## config.mk

```make
export PLATFORM = sky130hd
export DESIGN_NAME = afifo_wr_arbiter_flat
export DESIGN_NICKNAME = d
export VERILOG_FILES = /design/src/rtl/afifo_wr_arbiter_pkg.sv /design/src/rtl/afifo_wr_arbiter_if.sv /design/src/rtl/afifo_wr_arbiter_rr_pick.sv /design/src/rtl/afifo_wr_arbiter.sv /design/src/flat_wrapper.sv
export SDC_FILE = /design/constraint.sdc
export NUM_CORES = 1
export LEC_CHECK = 0
export BUFFER_PORTS_ARGS = -buffer_cell sky130_fd_sc_hd__buf_2
export CAP_MARGIN = 20
export CORE_MARGIN = 10
export CORE_UTILIZATION = 30
export CTS_BUF_LIST = sky130_fd_sc_hd__clkbuf_4 sky130_fd_sc_hd__clkbuf_8 sky130_fd_sc_hd__clkbuf_16
export CTS_CLUSTER_DIAMETER = 100
export DETAILED_ROUTE_END_ITERATION = 16
export PLACE_DENSITY = 0.73
export SKIP_CTS_REPAIR_TIMING = 1
export SLEW_MARGIN = 20
export SYNTH_ARGS = -nofsm -noshare
export SYNTH_HDL_FRONTEND = slang
export SYNTH_SLANG_ARGS = --single-unit
export TNS_END_PERCENT = 5
```

## constraint.sdc

```tcl
create_clock -name wr_clk -period 2.6 [get_ports wr_clk]
set_clock_uncertainty 0.2 [all_clocks]
set_input_delay 0.52 -clock wr_clk [delete_from_list [all_inputs] [get_ports wr_clk]]
set_output_delay 0.52 -clock wr_clk [all_outputs]
set_load 0.05 [all_outputs]
```

## src/rtl/afifo_wr_arbiter_pkg.sv

```systemverilog
// Shared types and helpers for the packet-level write-port arbiter of an async FIFO.
package afifo_arb_pkg;

   typedef enum logic [0:0] {
      IDLE = 1'b0,
      XFER = 1'b1
   } arb_state_e;

   localparam int RR_W = 32;

   // Behavioural round-robin pick: first request after 'last', wrapping within n channels.
   function automatic logic [RR_W-1:0] rr_pick(input logic [RR_W-1:0] req,
                                               input int unsigned      last,
                                               input int unsigned      n);
      logic [RR_W-1:0] pick;
      logic [4:0]      idx;
      logic            found;
      pick  = {RR_W{1'b0}};
      found = 1'b0;
      for (int unsigned k = 1; k <= RR_W; k++) begin
         if (k <= n) begin
            idx = 5'((last + k) % n);
            if (!found && req[idx]) begin
               pick[idx] = 1'b1;
               found     = 1'b1;
            end
         end
      end
      return pick;
   endfunction

endpackage

```

## src/rtl/afifo_wr_arbiter_if.sv

```systemverilog
// Requester stream bundle plus the write side of the shared async FIFO.
interface afifo_wr_arbiter_if #(
   parameter int N     = 4,
   parameter int WIDTH = 8,
   parameter int DEPTH = 8
);
   localparam int CHW = $clog2(N);
   localparam int UW  = $clog2(DEPTH + 1);

   logic [N-1:0]       ch_enable;
   logic [N-1:0]       ch_valid;
   logic [N*WIDTH-1:0] ch_data;
   logic [N-1:0]       ch_last;
   logic [N-1:0]       ch_ready;
   logic               fifo_wr_req;
   logic [WIDTH+CHW:0] fifo_wr_data;
   logic               fifo_wr_full;
   logic [UW-1:0]      fifo_wr_used;

   modport master (
      input  ch_enable, ch_valid, ch_data, ch_last, fifo_wr_full, fifo_wr_used,
      output ch_ready, fifo_wr_req, fifo_wr_data
   );

   modport slave (
      output ch_enable, ch_valid, ch_data, ch_last, fifo_wr_full, fifo_wr_used,
      input  ch_ready, fifo_wr_req, fifo_wr_data
   );
endinterface

```

## src/rtl/afifo_wr_arbiter_rr_pick.sv

```systemverilog
// Round-robin pick: rotate so the channel after 'last' lands at bit 0, take the
// lowest set bit, rotate back. Purely combinational; reusable by other arbiters.
module rr_priority_pick #(
   parameter  int N   = 4,
   localparam int CHW = $clog2(N)
) (
   input  logic [N-1:0]   req,
   input  logic [CHW-1:0] last,
   output logic [N-1:0]   pick
);
   localparam logic [CHW-1:0] LAST_CH = CHW'(N - 1);
   localparam logic [CHW-1:0] ONE_CH  = CHW'(1'b1);
   localparam logic [N-1:0]   ONE_N   = {{(N-1){1'b0}}, 1'b1};

   logic [CHW-1:0] start_s;
   logic [2*N-1:0] dbl_s;
   logic [2*N-1:0] unrot_s;
   logic [N-1:0]   rot_s;
   logic [N-1:0]   low_s;

   // Rotate, isolate lowest request, unrotate.
   always_comb begin
      if (last == LAST_CH) begin
         start_s = {CHW{1'b0}};
      end else begin
         start_s = last + ONE_CH;
      end
      dbl_s   = {req, req} >> start_s;
      rot_s   = dbl_s[N-1:0];
      low_s   = rot_s & (~rot_s + ONE_N);
      unrot_s = {low_s, low_s} << start_s;
      pick    = unrot_s[2*N-1:N];
   end
endmodule

```

## src/rtl/afifo_wr_arbiter.sv

```systemverilog
// Packet-level round-robin arbiter sharing one async FIFO write port among N streams;
// every written word is tagged {last, channel, data} for demultiplexing on the read side.
module afifo_wr_arbiter
   import afifo_arb_pkg::*;
#(
   parameter int N        = 4,
   parameter int WIDTH    = 8,
   parameter int DEPTH    = 8,
   parameter int MINSPACE = 1,
   parameter int MAXLEN   = 16
) (
   input  logic               wr_clk,
   input  logic               wr_rst,
   afifo_wr_arbiter_if.master bus,
   output logic [N-1:0]       grant,
   output logic               busy,
   output logic               trunc
);
   localparam int CHW = $clog2(N);
   localparam int UW  = $clog2(DEPTH + 1);
   localparam int SPW = UW + 2;
   localparam int BW  = $clog2(MAXLEN + 1);
   localparam logic [BW-1:0]  LAST_BEAT = BW'(MAXLEN - 1);
   localparam logic [BW-1:0]  BEAT_ONE  = BW'(1'b1);
   localparam logic [CHW-1:0] LAST_CH   = CHW'(N - 1);

   if (N < 2) begin : g_bad_n
      $error("afifo_wr_arbiter: N must be at least 2");
   end
   if (MINSPACE < 1 || MINSPACE > DEPTH) begin : g_bad_minspace
      $error("afifo_wr_arbiter: MINSPACE must be within 1..DEPTH");
   end
   if (MAXLEN < 1) begin : g_bad_maxlen
      $error("afifo_wr_arbiter: MAXLEN must be at least 1");
   end

   arb_state_e     state_q, state_d;
   logic [N-1:0]   grant_q, grant_d;
   logic [CHW-1:0] rr_last_q, rr_last_d;
   logic [BW-1:0]  beat_q, beat_d;
   logic           trunc_q, trunc_d;

   logic [N-1:0]     cand_s;
   logic [N-1:0]     pick_s;
   logic             space_ok_s;
   logic [CHW-1:0]   gidx_s;
   logic [WIDTH-1:0] word_s;
   logic             valid_g_s;
   logic             last_g_s;
   logic             eop_s;
   logic             accept_s;

   assign cand_s     = bus.ch_valid & bus.ch_enable;
   assign space_ok_s = (SPW'(bus.fifo_wr_used) + SPW'(MINSPACE)) <= SPW'(DEPTH);

   rr_priority_pick #(.N(N)) u_pick (
      .req  (cand_s),
      .last (rr_last_q),
      .pick (pick_s)
   );

   // One-hot grant selects the channel index, word and last flag by OR-reduction.
   always_comb begin
      gidx_s = {CHW{1'b0}};
      word_s = {WIDTH{1'b0}};
      for (int i = 0; i < N; i++) begin
         gidx_s = gidx_s | (grant_q[i] ? CHW'(i) : {CHW{1'b0}});
         word_s = word_s | (bus.ch_data[i*WIDTH +: WIDTH] & {WIDTH{grant_q[i]}});
      end
      valid_g_s = |(bus.ch_valid & grant_q);
      last_g_s  = |(bus.ch_last & grant_q);
      eop_s     = last_g_s | (beat_q == LAST_BEAT);
      accept_s  = (state_q == XFER) & valid_g_s & ~bus.fifo_wr_full;
   end

   // Next-state and port outputs; a cut packet (eop without ch_last) raises trunc next cycle.
   always_comb begin
      state_d          = state_q;
      grant_d          = grant_q;
      rr_last_d        = rr_last_q;
      beat_d           = beat_q;
      trunc_d          = 1'b0;
      bus.ch_ready     = {N{1'b0}};
      bus.fifo_wr_req  = 1'b0;
      bus.fifo_wr_data = {eop_s, gidx_s, word_s};
      case (state_q)
         IDLE: begin
            if ((cand_s != {N{1'b0}}) && space_ok_s) begin
               grant_d = pick_s;
               state_d = XFER;
            end else begin
               state_d = IDLE;
            end
         end
         XFER: begin
            bus.ch_ready    = grant_q & {N{~bus.fifo_wr_full}};
            bus.fifo_wr_req = accept_s;
            if (accept_s && eop_s) begin
               rr_last_d = gidx_s;
               grant_d   = {N{1'b0}};
               beat_d    = {BW{1'b0}};
               trunc_d   = ~last_g_s;
               state_d   = IDLE;
            end else if (accept_s) begin
               beat_d = beat_q + BEAT_ONE;
            end else begin
               state_d = XFER;
            end
         end
         default: begin
            state_d = IDLE;
            grant_d = {N{1'b0}};
         end
      endcase
   end

   // State registers with asynchronous reset.
   always_ff @(posedge wr_clk or posedge wr_rst) begin
      if (wr_rst) begin
         state_q   <= IDLE;
         grant_q   <= {N{1'b0}};
         rr_last_q <= LAST_CH;
         beat_q    <= {BW{1'b0}};
         trunc_q   <= 1'b0;
      end else begin
         state_q   <= state_d;
         grant_q   <= grant_d;
         rr_last_q <= rr_last_d;
         beat_q    <= beat_d;
         trunc_q   <= trunc_d;
      end
   end

   assign grant = grant_q;
   assign busy  = (state_q == XFER);
   assign trunc = trunc_q;
endmodule
```

## src/flat_wrapper.sv

```systemverilog
// flat-port wrapper written by rule: the top's interface ports become plain ports
module afifo_wr_arbiter_flat import afifo_arb_pkg::*;
#(
   parameter int N        = 4,
   parameter int WIDTH    = 8,
   parameter int DEPTH    = 8,
   parameter int MINSPACE = 1,
   parameter int MAXLEN   = 16
)
  (wr_clk, wr_rst, grant, busy, trunc, bus_ch_enable, bus_ch_valid, bus_ch_data, bus_ch_last, bus_fifo_wr_full, bus_fifo_wr_used, bus_ch_ready, bus_fifo_wr_req, bus_fifo_wr_data);
  afifo_wr_arbiter_if #(.N(N), .WIDTH(WIDTH), .DEPTH(DEPTH)) bus_i ();
  input  logic wr_clk;
  input  logic wr_rst;
  output logic [N-1:0] grant;
  output logic busy;
  output logic trunc;
  input wire logic [$bits(bus_i.ch_enable)-1:0] bus_ch_enable;
  input wire logic [$bits(bus_i.ch_valid)-1:0] bus_ch_valid;
  input wire logic [$bits(bus_i.ch_data)-1:0] bus_ch_data;
  input wire logic [$bits(bus_i.ch_last)-1:0] bus_ch_last;
  input wire logic [$bits(bus_i.fifo_wr_full)-1:0] bus_fifo_wr_full;
  input wire logic [$bits(bus_i.fifo_wr_used)-1:0] bus_fifo_wr_used;
  output wire logic [$bits(bus_i.ch_ready)-1:0] bus_ch_ready;
  output wire logic [$bits(bus_i.fifo_wr_req)-1:0] bus_fifo_wr_req;
  output wire logic [$bits(bus_i.fifo_wr_data)-1:0] bus_fifo_wr_data;
  assign bus_i.ch_enable = bus_ch_enable;
  assign bus_i.ch_valid = bus_ch_valid;
  assign bus_i.ch_data = bus_ch_data;
  assign bus_i.ch_last = bus_ch_last;
  assign bus_i.fifo_wr_full = bus_fifo_wr_full;
  assign bus_i.fifo_wr_used = bus_fifo_wr_used;
  assign bus_ch_ready = bus_i.ch_ready;
  assign bus_fifo_wr_req = bus_i.fifo_wr_req;
  assign bus_fifo_wr_data = bus_i.fifo_wr_data;
  afifo_wr_arbiter #(.N(N), .WIDTH(WIDTH), .DEPTH(DEPTH), .MINSPACE(MINSPACE), .MAXLEN(MAXLEN)) u_core (.wr_clk(wr_clk), .wr_rst(wr_rst), .bus(bus_i), .grant(grant), .busy(busy), .trunc(trunc));
endmodule
```

==> results.yml <==
run_status:
  status: "completed"
global_route:
  grt_pass1_vias: 1131
  grtUsageTotal_pct: 11.5
  grt_overflow: 0
  antenna_found_initial: 0
  grt_pass1_wl_um: 5680
  grt_max_degree: 15
pwr:
  peakVddDrop_mv: 0.461
  leakage_uw: 0.000748
  power_density_nw_per_um2: 1350
final_layout:
  nets: 234
  num-fill-cells: 306
  fin_util_pct: 45.5
  diodes: 0
  final_cell_area_um2: 1380
  final_common_cell: "buf_2"
  syn_to_final_growth_pct: 45.4
  most-common-layout-cells: "buf_2 (69), a22oi_1 (19), nand2_1 (16)"
  layout-drive-gt1-share_pct: 48.0
detailed_routing:
  wl_um: 3520
  wire_per_inst_um: 15.8
  routed_via_density: 5.14
  drc: 0
  drtAntennaViolNets: 0
  vias: 1146
  first_pass_iters: 4
  drt_iter0_drc: 26
yosys:
  synth_seq_cells: 13
  synth_seq_area_share_pct: 34.6
  yosysWarnings: 0
  postSynthAreaPerCell_um2: 8.77
  syn_inst: 108
  synth_cell_types: 33
  synth_fp_nets: 162
  netlist_area_um2: 947
placed_design:
  post_dp_cell_area_um2: 1350
  gp_congestion: 0.813
  dp_hpwl_um: 2910
  io_buffers: 69
sta:
  fmax_ghz: 0.418
  hold_violations: 0
  setup-violations-final: 0
  worstMarginPinSlew_ps: 486
  min_period_ps: 2390
  rsz0062_at_grt: "no"
  relSlewSlack_pct: 67.6
  final.period_utilization_pct: 92.0
  finalSetupTns_ps: 0
  drv_slew: 0
critical_path:
  path_cells: "a22o_1 > o21ai_4 > inv_2 > buf_2"
  cp_data_arrival_time_ps: 1670
  reg2reg_to: "u_core.rr_last_q[0]"
  reg2regPathDepth: 7
  max_stage_delay_ps: 550
  crit_type: "reg2out"
  worstPathRequired_ps: 1880
  cp_max_fo: 14
  crit_slowest_cell: "dfrtp_1"
  cp-start-kind: "flop"
  crit-reg2reg-launch: "u_core.beat_q[0]"
  worstSetupEndpointType: "primary output"
  r2r_slack_ps: 550
floorplanning:
  num_rows: 20
  core_area_um2: 3030
  start_util_pct: 31.3
  die_w_um: 76.2
  dieArea_um2: 5800
  io_pins: 73
  die_h_um: 76.2
cts:
  root_buffer: "clkbuf_4"
  clk_path_buf_depth: 2
  cts_tree: "built"
  clkLatencyLatePin_ps: 270
  cts_buffers: 3
  path_clk_slew_ps: 80
  cts_num_sinks: 13
  htree_levels: 1
job:
  maxCapViolCount: 0
min_path:
  hold_path.class: "in2async"
==> per-layer routing <==
| layer | up-vias | GRT usage (%) | wire length (µm) |
|---|---|---|---|
| met2 | 72 | 17.9 | 1470 |
| met1 | 524 | 14.5 | 1580 |
| met4 | 0 | 1.67 | 0 |
| met5 | - | 0 | 0 |
| met3 | 0 | 5.31 | 470 |
| li1 | 550 | - | - |
==> area by class of cell <==
cell class	instances	area, µm²	share of cell area (%)
well taps	44	55.1	4.00
inverters	3	11.3	0.817
flip-flops and latches	13	328	23.8
repair buffers	72	368	26.7
clock buffers	4	30.0	2.18
multi-input cells	87	586	42.5
==> flip-flops by register name (all words and copies together) (netlist names) <==
signal and cells:
u_core.beat_q 5, u_core.busy 1, u_core.grant 4, u_core.rr_last_q 2, u_core.trunc 1
==> cell families (layout without fill, tap and decap cells) <==
logic type / Yosys count / count (layout) / share of synthesized area [%]
AO/OA/AOI/OAI: 42 / 42 / 34.6
adder cells (fa/ha/maj): 3 / 3 / 3.96
buffers and inverters: 8 / 79 / 3.57
flip-flops: 13 / 13 / 34.6
multiplexers: 2 / 2 / 2.38
AND/OR/NAND/NOR: 40 / 40 / 20.9
==> power breakdown <==
group          internal [µW]  total [µW]  switching (µW)  leakage [µW]
sequential               287         410             123      0.000160
clock                   69.9         134            63.9     0.0000184
combinational            380        1310             934      0.000570
total                    737        1860            1120      0.000748
==> cells in the mapped netlist <==
cell type | count | area [µm²]
mux2_1 | 1 | 11.3
nand3b_1 | 2 | 15.0
ha_1 | 3 | 37.5
dfrtp_1 | 11 | 275
or2_2 | 2 | 12.5
inv_1 | 2 | 7.51
nor3_1 | 1 | 5.00
o21ai_4 | 1 | 16.3
nand2_2 | 1 | 6.26
a21o_1 | 1 | 7.51
and2b_2 | 1 | 8.76
nand2_1 | 16 | 60.1
a221o_1 | 1 | 10.0
a32o_1 | 3 | 30.0
a22oi_1 | 19 | 143
clkbuf_1 | 4 | 15.0
inv_2 | 1 | 3.75
buf_4 | 1 | 7.51
mux2_2 | 1 | 11.3
o211ai_1 | 2 | 15.0
dfstp_2 | 2 | 52.6
o221ai_1 | 1 | 8.76
and3_1 | 2 | 12.5
o22ai_1 | 1 | 6.26
and2_1 | 6 | 37.5
nand2b_1 | 1 | 6.26
o21ai_0 | 6 | 30.0
a21oi_2 | 1 | 8.76
a311oi_1 | 1 | 8.76
nor2_1 | 6 | 22.5
nor2b_1 | 1 | 6.26
a22o_1 | 5 | 43.8
nand3_1 | 1 | 5.00
==> critical path, delay by kind of cell (launching register included) <==
kind | cells | cell delay (ps)
buf+inv | 2 | 340
flops | 1 | 550
compound gates | 2 | 510
==> metrics by stage <==
step | setup slack [ps] | power (µW) | std cells | hold WS [ps]
finish | 209 | 1860 | 223 | 52.3
global route | 94.8 | 1990 | 223 | 71.7
CTS | 195 | 1880 | 223 | 64.3
detailed placement | 434 | 1740 | 219 | 334
global placement | 444 | 1730 | 219 | 317
floorplan | 420 | 1400 | 108 | 196
==> worst max path at each step <==
stage | slack [ps] | to | startpoint
CTS | 190 | bus_fifo_wr_req | u_core.grant[1]
global placement | 440 | bus_fifo_wr_req | bus_ch_valid[2]
detailed placement | 430 | bus_fifo_wr_req | bus_ch_valid[2]
finish | 210 | bus_fifo_wr_req | u_core.grant[1]
floorplan | 420 | bus_fifo_wr_data[6] | u_core.grant[3]
global route | 90 | bus_fifo_wr_req | u_core.grant[0]
Note: power is estimated with default switching activity, not from simulation.
